## config.mk

```make
export PLATFORM = sky130hd
export DESIGN_NAME = vga_draw_arbiter
export DESIGN_NICKNAME = d
export VERILOG_FILES = /design/src/rtl/vga_draw_pkg.sv /design/src/rtl/draw_req_arbiter.sv /design/src/rtl/vga_draw_arbiter.sv
export SDC_FILE = /design/constraint.sdc
export NUM_CORES = 1
export LEC_CHECK = 0
export CAP_MARGIN = 20
export CORE_UTILIZATION = 38
export CTS_CLUSTER_SIZE = 16
export DETAILED_ROUTE_END_ITERATION = 16
export PLACE_DENSITY = 0.75
export SYNTH_ARGS = -nofsm -noshare
export SYNTH_HDL_FRONTEND = slang
export SYNTH_SLANG_ARGS = --single-unit
```

## constraint.sdc

```tcl
create_clock -name clk -period 2.85 [get_ports clk]
set_input_delay 0.57 -clock clk [delete_from_list [all_inputs] [get_ports clk]]
set_output_delay 0.57 -clock clk [all_outputs]
set_load 0.02 [all_outputs]
```

## src/rtl/vga_draw_pkg.sv

```systemverilog
`default_nettype none
// ============================================================================
// Module      : vga_draw_pkg
// Description : Screen geometry, default box size, requester indices and FSM
//               state encoding shared by the VGA draw arbiter.
// Revision    : 1.0 - initial release
// ============================================================================
package vga_draw_pkg;

    localparam int SCREEN_W  = 160;
    localparam int SCREEN_H  = 120;
    localparam int DEF_BOX_W = 4;
    localparam int DEF_BOX_H = 3;

    localparam logic [1:0] REQ_BOARD = 2'd0;
    localparam logic [1:0] REQ_P1    = 2'd1;
    localparam logic [1:0] REQ_P2    = 2'd2;

    typedef enum logic [1:0] {
        ST_IDLE = 2'd0,
        ST_DRAW = 2'd1,
        ST_DONE = 2'd2
    } draw_state_t;

endpackage
`default_nettype wire

```

## src/rtl/draw_req_arbiter.sv

```systemverilog
`default_nettype none
// ============================================================================
// Module      : draw_req_arbiter
// Description : Fixed priority for the board sequencer, round-robin between
//               the two players; pointer advances only when a box completes.
// Revision    : 1.0 - initial release
// ============================================================================
module draw_req_arbiter
    import vga_draw_pkg::*;
(
    input  logic       clk,
    input  logic       reset,
    input  logic [2:0] req,
    input  logic       served_valid,
    input  logic [1:0] served_idx,
    output logic       grant_valid,
    output logic [1:0] grant_idx
);

    // High when player two should win the next player tie.
    logic r_prefer_p2;

    always_ff @(posedge clk) begin
        if (reset) begin
            r_prefer_p2 <= 1'b0;
        end else if (served_valid) begin
            if (served_idx == REQ_P1) begin
                r_prefer_p2 <= 1'b1;
            end else if (served_idx == REQ_P2) begin
                r_prefer_p2 <= 1'b0;
            end
        end
    end

    always_comb begin
        grant_valid = |req;
        grant_idx   = REQ_BOARD;
        if (req[0]) begin
            grant_idx = REQ_BOARD;
        end else if (req[1] && req[2]) begin
            grant_idx = r_prefer_p2 ? REQ_P2 : REQ_P1;
        end else if (req[1]) begin
            grant_idx = REQ_P1;
        end else if (req[2]) begin
            grant_idx = REQ_P2;
        end
    end

endmodule
`default_nettype wire

```

## src/rtl/vga_draw_arbiter.sv

```systemverilog
`default_nettype none
// ============================================================================
// Module      : vga_draw_arbiter
// Description : Grants one of three requesters and rasters its BOX_W x BOX_H
//               box to the VGA adapter, one pixel per cycle.
// Revision    : 1.0 - initial release
// ============================================================================
module vga_draw_arbiter
    import vga_draw_pkg::*;
#(
    parameter int BOX_W = DEF_BOX_W,
    parameter int BOX_H = DEF_BOX_H
) (
    input  logic        clk,
    input  logic        reset,
    input  logic [2:0]  req,
    input  logic [23:0] req_x,
    input  logic [20:0] req_y,
    input  logic [8:0]  req_colour,
    output logic [2:0]  done,
    output logic        busy,
    output logic [7:0]  vga_x,
    output logic [6:0]  vga_y,
    output logic [2:0]  vga_colour,
    output logic        vga_plot
);

    localparam logic [2:0] c_last_cx = 3'(BOX_W - 1);
    localparam logic [2:0] c_last_cy = 3'(BOX_H - 1);

    draw_state_t r_state, w_next_state;

    logic       w_grant_valid;
    logic [1:0] w_grant_idx;
    logic [7:0] w_sel_x;
    logic [6:0] w_sel_y;
    logic [2:0] w_sel_colour;

    logic [1:0] r_winner;
    logic [7:0] r_base_x;
    logic [6:0] r_base_y;
    logic [2:0] r_colour;
    logic [2:0] r_cx, r_cy;
    logic [7:0] r_hold_x;
    logic [6:0] r_hold_y;
    logic [2:0] r_hold_colour;

    logic [7:0] w_pix_x;
    logic [6:0] w_pix_y;
    logic       w_last_cx, w_last_cy, w_on_screen, w_drawing, w_finishing;

    draw_req_arbiter u_arb (
        .clk          (clk),
        .reset        (reset),
        .req          (req),
        .served_valid (w_finishing),
        .served_idx   (r_winner),
        .grant_valid  (w_grant_valid),
        .grant_idx    (w_grant_idx)
    );

    always_comb begin
        w_sel_x      = req_x[7:0];
        w_sel_y      = req_y[6:0];
        w_sel_colour = req_colour[2:0];
        case (w_grant_idx)
            REQ_P1: begin
                w_sel_x      = req_x[15:8];
                w_sel_y      = req_y[13:7];
                w_sel_colour = req_colour[5:3];
            end
            REQ_P2: begin
                w_sel_x      = req_x[23:16];
                w_sel_y      = req_y[20:14];
                w_sel_colour = req_colour[8:6];
            end
            default: ;
        endcase
    end

    // Coordinates wrap naturally at 8/7 bits.
    assign w_pix_x     = r_base_x + {5'd0, r_cx};
    assign w_pix_y     = r_base_y + {4'd0, r_cy};
    assign w_last_cx   = (r_cx == c_last_cx);
    assign w_last_cy   = (r_cy == c_last_cy);
    assign w_on_screen = (w_pix_x < 8'(SCREEN_W)) && (w_pix_y < 7'(SCREEN_H));
    assign w_drawing   = (r_state == ST_DRAW);
    assign w_finishing = (r_state == ST_DONE);

    always_ff @(posedge clk) begin
        if (reset) begin
            r_state <= ST_IDLE;
        end else begin
            r_state <= w_next_state;
        end
    end

    always_comb begin
        w_next_state = r_state;
        case (r_state)
            ST_IDLE: if (w_grant_valid) w_next_state = ST_DRAW;
            ST_DRAW: if (w_last_cx && w_last_cy) w_next_state = ST_DONE;
            ST_DONE: w_next_state = ST_IDLE;
            default: w_next_state = ST_IDLE;
        endcase
    end

    always_ff @(posedge clk) begin
        if (reset) begin
            r_winner      <= REQ_BOARD;
            r_base_x      <= 8'd0;
            r_base_y      <= 7'd0;
            r_colour      <= 3'd0;
            r_cx          <= 3'd0;
            r_cy          <= 3'd0;
            r_hold_x      <= 8'd0;
            r_hold_y      <= 7'd0;
            r_hold_colour <= 3'd0;
        end else begin
            case (r_state)
                ST_IDLE: begin
                    if (w_grant_valid) begin
                        r_winner <= w_grant_idx;
                        r_base_x <= w_sel_x;
                        r_base_y <= w_sel_y;
                        r_colour <= w_sel_colour;
                        r_cx     <= 3'd0;
                        r_cy     <= 3'd0;
                    end
                end
                ST_DRAW: begin
                    // Off-screen pixels still update the held values.
                    r_hold_x      <= w_pix_x;
                    r_hold_y      <= w_pix_y;
                    r_hold_colour <= r_colour;
                    if (w_last_cx) begin
                        r_cx <= 3'd0;
                        if (!w_last_cy) r_cy <= r_cy + 3'd1;
                    end else begin
                        r_cx <= r_cx + 3'd1;
                    end
                end
                default: ;
            endcase
        end
    end

    assign busy       = (r_state != ST_IDLE);
    assign vga_plot   = w_drawing && w_on_screen;
    assign vga_x      = w_drawing ? w_pix_x  : r_hold_x;
    assign vga_y      = w_drawing ? w_pix_y  : r_hold_y;
    assign vga_colour = w_drawing ? r_colour : r_hold_colour;
    assign done[0]    = w_finishing && (r_winner == REQ_BOARD);
    assign done[1]    = w_finishing && (r_winner == REQ_P1);
    assign done[2]    = w_finishing && (r_winner == REQ_P2);

endmodule
`default_nettype wire

```

**Yosys cells after proc, flatten, opt, wreduce, memory -nomap -nowiden**

Index checks and enable logic that the tools add are counted.

- $add $sub $neg: 4
- Muxes and demuxes: 22
- Equality and inequality tests: 12
- Order comparisons: 2
- Reduce and logical (&&, ||, !) cells: 18

Operator list:

| cell | number |
|---|---|
| case mux 3 bit (2 select lines) | 3 |
| case mux 8 bit (2 select lines) | 1 |
| 2-to-1 mux 3 bit | 5 |
| 2-to-1 mux 2 bit | 7 |
| case mux 7 bit (2 select lines) | 1 |
| adder 8 x 3 -> 8 bit | 1 |
| less-than comparator 8 bit (second input constant) | 1 |
| 2-to-1 mux 8 bit | 1 |
| AND reduction 2 bit | 4 |
| adder 7 x 3 -> 7 bit | 1 |
| logical AND 1 bit | 7 |
| less-than comparator 7 bit (second input constant) | 1 |
| 2-to-1 mux 7 bit | 1 |
| adder 3 x 1 -> 3 bit (second input constant) | 2 |
| == test 2 x 1 -> 1 bit (second input constant) | 3 |
| == test 2 bit (second input constant) | 3 |
| == test 3 x 2 -> 1 bit (second input constant) | 2 |
| nonzero test 2 bit | 3 |
| zero test 2 bit | 2 |
| != test 2 x 1 -> 1 bit (second input constant) | 2 |
| != test 2 bit (second input constant) | 2 |
| case mux 2 bit (2 select lines) | 1 |
| AND reduction 4 bit | 1 |
| OR reduction 3 bit | 1 |
| 2-to-1 mux 1 bit | 2 |

- Bits of input ports: 59
- Register bits: 47
- Word-level logic and storage cells: 69

**Logic depth before layout (Yosys ltp)**

- Word-level depth: 6
- Gate-level depth with buffers: 10
- Depth with buffers taken out: 8

**Modules after synthesis**

Synthesis repeated with hierarchy kept, for this count alone.

- Cell total of the unflattened synthesis: 356
- Area, all modules: 2665.1 um^2

By module, submodules not included:

| module | area each (um^2) | cells each | instances | sequential area each (um^2) |
|---|---|---|---|---|
| vga_draw_arbiter | 2568.7 | 344 | 1 | 920.9 |
| draw_req_arbiter | 96.3 | 12 | 1 | 20.0 |

**Worst setup path before layout**

No wires, ideal clock.

- Path type: reg-to-output
- Start point: register r_cy[0]
- End point: output port vga_y[4]
- Cell stages (with the launch flop): 8
- Slack: 0.366 ns
- Arrival: 1.914 ns
- Cells stage by stage: dfxtp_1 -> ha_1 -> inv_1 -> fa_1 -> and2b_1 -> o21ai_1 -> xor2_1 -> o21ai_0

- Longest elaborated chain between the ends: 2

Ends and longest elaborated chain:

| what | line | source |
|---|---|---|
| from (decl) | vga_draw_arbiter.sv:43 | `logic [2:0] r_cx, r_cy;` |
| from (signal assigned) | vga_draw_arbiter.sv:138 | `if (!w_last_cy) r_cy <= r_cy + 3'd1;` |
| adder 7 x 3 -> 7 bit | vga_draw_arbiter.sv:83 | `assign w_pix_y = r_base_y + {4'd0, r_cy};` |
| 2-to-1 mux 7 bit | n/a |  |
| to (decl) | vga_draw_arbiter.sv:23 | `output logic [6:0] vga_y,` |

No other way between the ends.

**Final worst setup path**

- Start point: register r_base_y[0]
- End point: output port vga_plot

- Longest elaborated chain between the ends: 4

Ends and longest elaborated chain:

| what | line | source |
|---|---|---|
| from (decl) | vga_draw_arbiter.sv:41 | `logic [6:0] r_base_y;` |
| from (signal assigned) | vga_draw_arbiter.sv:125 | `r_base_y <= w_sel_y;` |
| adder 7 x 3 -> 7 bit | vga_draw_arbiter.sv:83 |  |
| less-than comparator 7 bit | vga_draw_arbiter.sv:86 | `assign w_on_screen = (w_pix_x < 8'(SCREEN_W)) && (w_pix_y < 7'(SCREEN_H));` |
| logical AND 1 bit | vga_draw_arbiter.sv:86 |  |
| logical AND 1 bit | vga_draw_arbiter.sv:149 | `assign vga_plot = w_drawing && w_on_screen;` |
| to (decl) | vga_draw_arbiter.sv:25 | `output logic vga_plot` |

No other way between the ends.

==> flow_summary.toml <==
[placed_design]
gp_congestion = 0.8212
placed_area_um2 = 3610
place.port_buffers = 81
dp_hpwl_um = 4871

[timing]
relSlewSlack = 0.4463
slew_viol_final = 0
fin_crit_sh = 0.9953
finalHoldViolations = 0
finClkSkew_ns = 0.007615
period_needed_ns = 2.836
rsz0062_at_grt = "true"
tightest_slew_ns = 0.8305
finalSetupViolCount = 0
max_freq_ghz = 0.3525

[critical_path]
crit_arrival_ns = 2.27
max_stage_delay_ns = 0.37
criticalPathCategory = "flop to output port"
end_kind = "output port"
crit_buf_inv = 2
slowest_stage = "dfxtp_2"
path_cells = "ha_4 -> inv_1 -> fa_2 -> and2b_1 -> nor2_1 -> xor2_1 -> o22ai_2 -> nor4_2 -> buf_4"
crit_required_ns = 2.28
cp-start-kind = "flop"
critPathTopFamily = "simple AND/OR/NAND/NOR gates"
cp_max_fo = 2

[synthesis]
syn_inst = 358
ys_seq_area_frac = 0.3526
yosysUniqueCellTypes = 42
synthArstFlopShare = 0
synth_top_flop_cell = "dfxtp_1"
synth_fp_nets = 433
synth_area_um2 = 2669
ys_ff_latch = 47
syn_area_per_cell_um2 = 7.455
synth_warnings = 0
synth_edf_count = 0

[drt]
wl_per_cell_um = 11.73
routed_wl_um = 6301
vias = 2652
dr.pass1.iters = 5
drc = 0
vias_per_cell = 4.939
drtIter0Drc = 89
ant_nets = 0

[floorplan]
dieArea_um2 = 7363
rows = 30
die_width_um = 85.81
core_area_um2 = 6794
pin_count = 82
dieHeight_um = 85.81
start_util = 0.3928

[cells_and_area]
design_area_um2 = 3732
areaGrowthSynthToFinish_pct = 39.85
diodes = 0
drive_above_1_share = 0.09977
num-nets-final = 515
utilization = 0.5494
seq_area_um2 = 943.4
fillers = 661
multi_input_area_um2 = 1585

[cts]
clockRootBuffer = "clkbuf_8"
cts_tree = "done"
clkLatencyLatePin_ns = 0.30
cts_buffers = 5
clock_path_buffers = 2
path_clk_slew_ns = 0.09
clkSinkCount = 47
cts_htree_levels = 2

[grt]
grt_max_degree = 48
antenna_found_initial = 0
grt_pass1_vias = 2477
grt_pass1_wl_um = 10490
grt_util_all_layers = 0.1756
grt.overflow.total = 0

[pwr]
power_w = 0.001591
vdd_drop_max_uv = 203.9
p_per_area_nw_per_um2 = 426.4
p_leak_nw = 1.528

[job]
drv_cap = 0

[outcome]
outcome = "completed"

[worst_hold_path]
hp-class = "flop to flop"
-- timing repair --
action / in CTS / in global routing
hold endpoints to repair: 0 / 0
resized for setup: 21 / 15
pin swaps: 0 / 2
endpoints found under the setup margin: 10 / 9
hold buffers: 0 / 0
setup buffers: 0 / 0
-- area by class of cell --
cell class | count | share of cell area
clock buffers | 6 | 0.02213
well taps | 96 | 0.03218
repair buffers | 98 | 0.2457
flip-flops and latches | 47 | 0.2528
clock inverters | 2 | 0.009387
multi-input cells | 275 | 0.4247
inverters | 13 | 0.01307
-- power by group --
group / internal, W / total [W] / switching, W
combinational: 0.000180 / 0.000364 / 0.000184
sequential: 0.000693 / 0.000724 / 0.0000312
clock: 0.000284 / 0.000503 / 0.000219
total: 0.00116 / 0.00159 / 0.000434
-- state kept, by name, indices dropped and copies added, names as in the netlist, 2 cells and up --
signal         cells
r_hold_y           7
r_base_y           7
r_hold_x           8
r_hold_colour      3
r_colour           3
r_cx               3
r_base_x           8
r_cy               3
r_state            2
r_winner           2
-- cell usage after synthesis, types with 2 or more instances --
| master | number | area share |
|---|---|---|
| nand2_1 | 93 | 0.13 |
| and2_1 | 4 | 0.0094 |
| fa_1 | 2 | 0.015 |
| o21ai_0 | 26 | 0.049 |
| buf_6 | 2 | 0.0084 |
| buf_2 | 12 | 0.023 |
| nor3_1 | 7 | 0.013 |
| o2111ai_1 | 2 | 0.0066 |
| a22oi_1 | 18 | 0.051 |
| inv_1 | 13 | 0.018 |
| nand4_1 | 2 | 0.0047 |
| a21oi_2 | 2 | 0.0066 |
| nand2b_1 | 3 | 0.0070 |
| nand3_1 | 4 | 0.0075 |
| o21ai_1 | 4 | 0.0075 |
| xor2_1 | 12 | 0.039 |
| clkbuf_1 | 7 | 0.0098 |
| ha_1 | 14 | 0.066 |
| nor2b_1 | 13 | 0.030 |
| a21oi_1 | 33 | 0.062 |
| dfxtp_1 | 47 | 0.35 |
| nor2_1 | 18 | 0.025 |
-- layer usage --
layer  part of all wire  wire (um)  track usage
met5                  0          0            0
met3              0.065        411      0.03369
met2               0.47       2981       0.3047
met4             0.0083         52      0.04697
met1               0.45       2855       0.2233
-- worst min-delay path: stages (launching register included) --
cell	delay [ns]
dfxtp_1	0.32
nand2_1	0.05
a21oi_1	0.05
-- placed cells by master, fill, tap and decap left out, types with 3 or more instances in the layout --
cell             instances
inv_1                   13
and2_1                   4
nand2_1                 93
a22oi_1                 18
o21ai_0                 26
nand2b_1                 3
clkdlybuf4s50_1         68
a21oi_1                 33
dlymetal6s2s_1           3
nor2b_1                 13
clkbuf_8                 6
o21ai_1                  4
buf_4                   18
dfxtp_1                 45
nand3_1                  4
dlygate4sd2_1            5
ha_1                    13
nor2_1                  17
nor3_1                   7
xor2_1                  12
-- through the flow --
stage	setup TNS (ns)	instances	setup slack [ns]	hold WS, ns
after floorplan	0	358	0.3662	0.4366
after global placement	-0.04290	529	-0.04290	0.4450
after detailed placement	-0.07251	529	-0.05512	0.4513
after CTS	0	537	0.006423	0.4646
after global routing	-0.06534	537	-0.06534	0.4862
final	0	537	0.01350	0.4629
-- worst paths after layout --
| path | startpoint | to | slack [ns] | depth (start not counted) |
|---|---|---|---|---|
| setup reg to reg | u_arb.r_prefer_p2 | r_base_y[0] | 0.82 | 6 |
| hold / removal | r_colour[2] | r_colour[2] | 0.46 | 2 |
| setup / recovery | r_base_y[0] | vga_plot | 0.01 | 9 |
| hold reg to reg | r_colour[2] | r_colour[2] | 0.46 | 2 |
-- cells by family (layout without fill, tap and decap cells) --
family,count (synthesis),in the layout,share of synthesized area
AOI/OAI and AO/OA,92,92,0.2030
and+or+nand+nor,154,154,0.2588
buffers and inverters,36,119,0.06235
DFF,47,47,0.3526
adders and majority gates,16,16,0.08064
xor gates and xnor gates,13,13,0.04266
(Power assumes the default switching activity.)
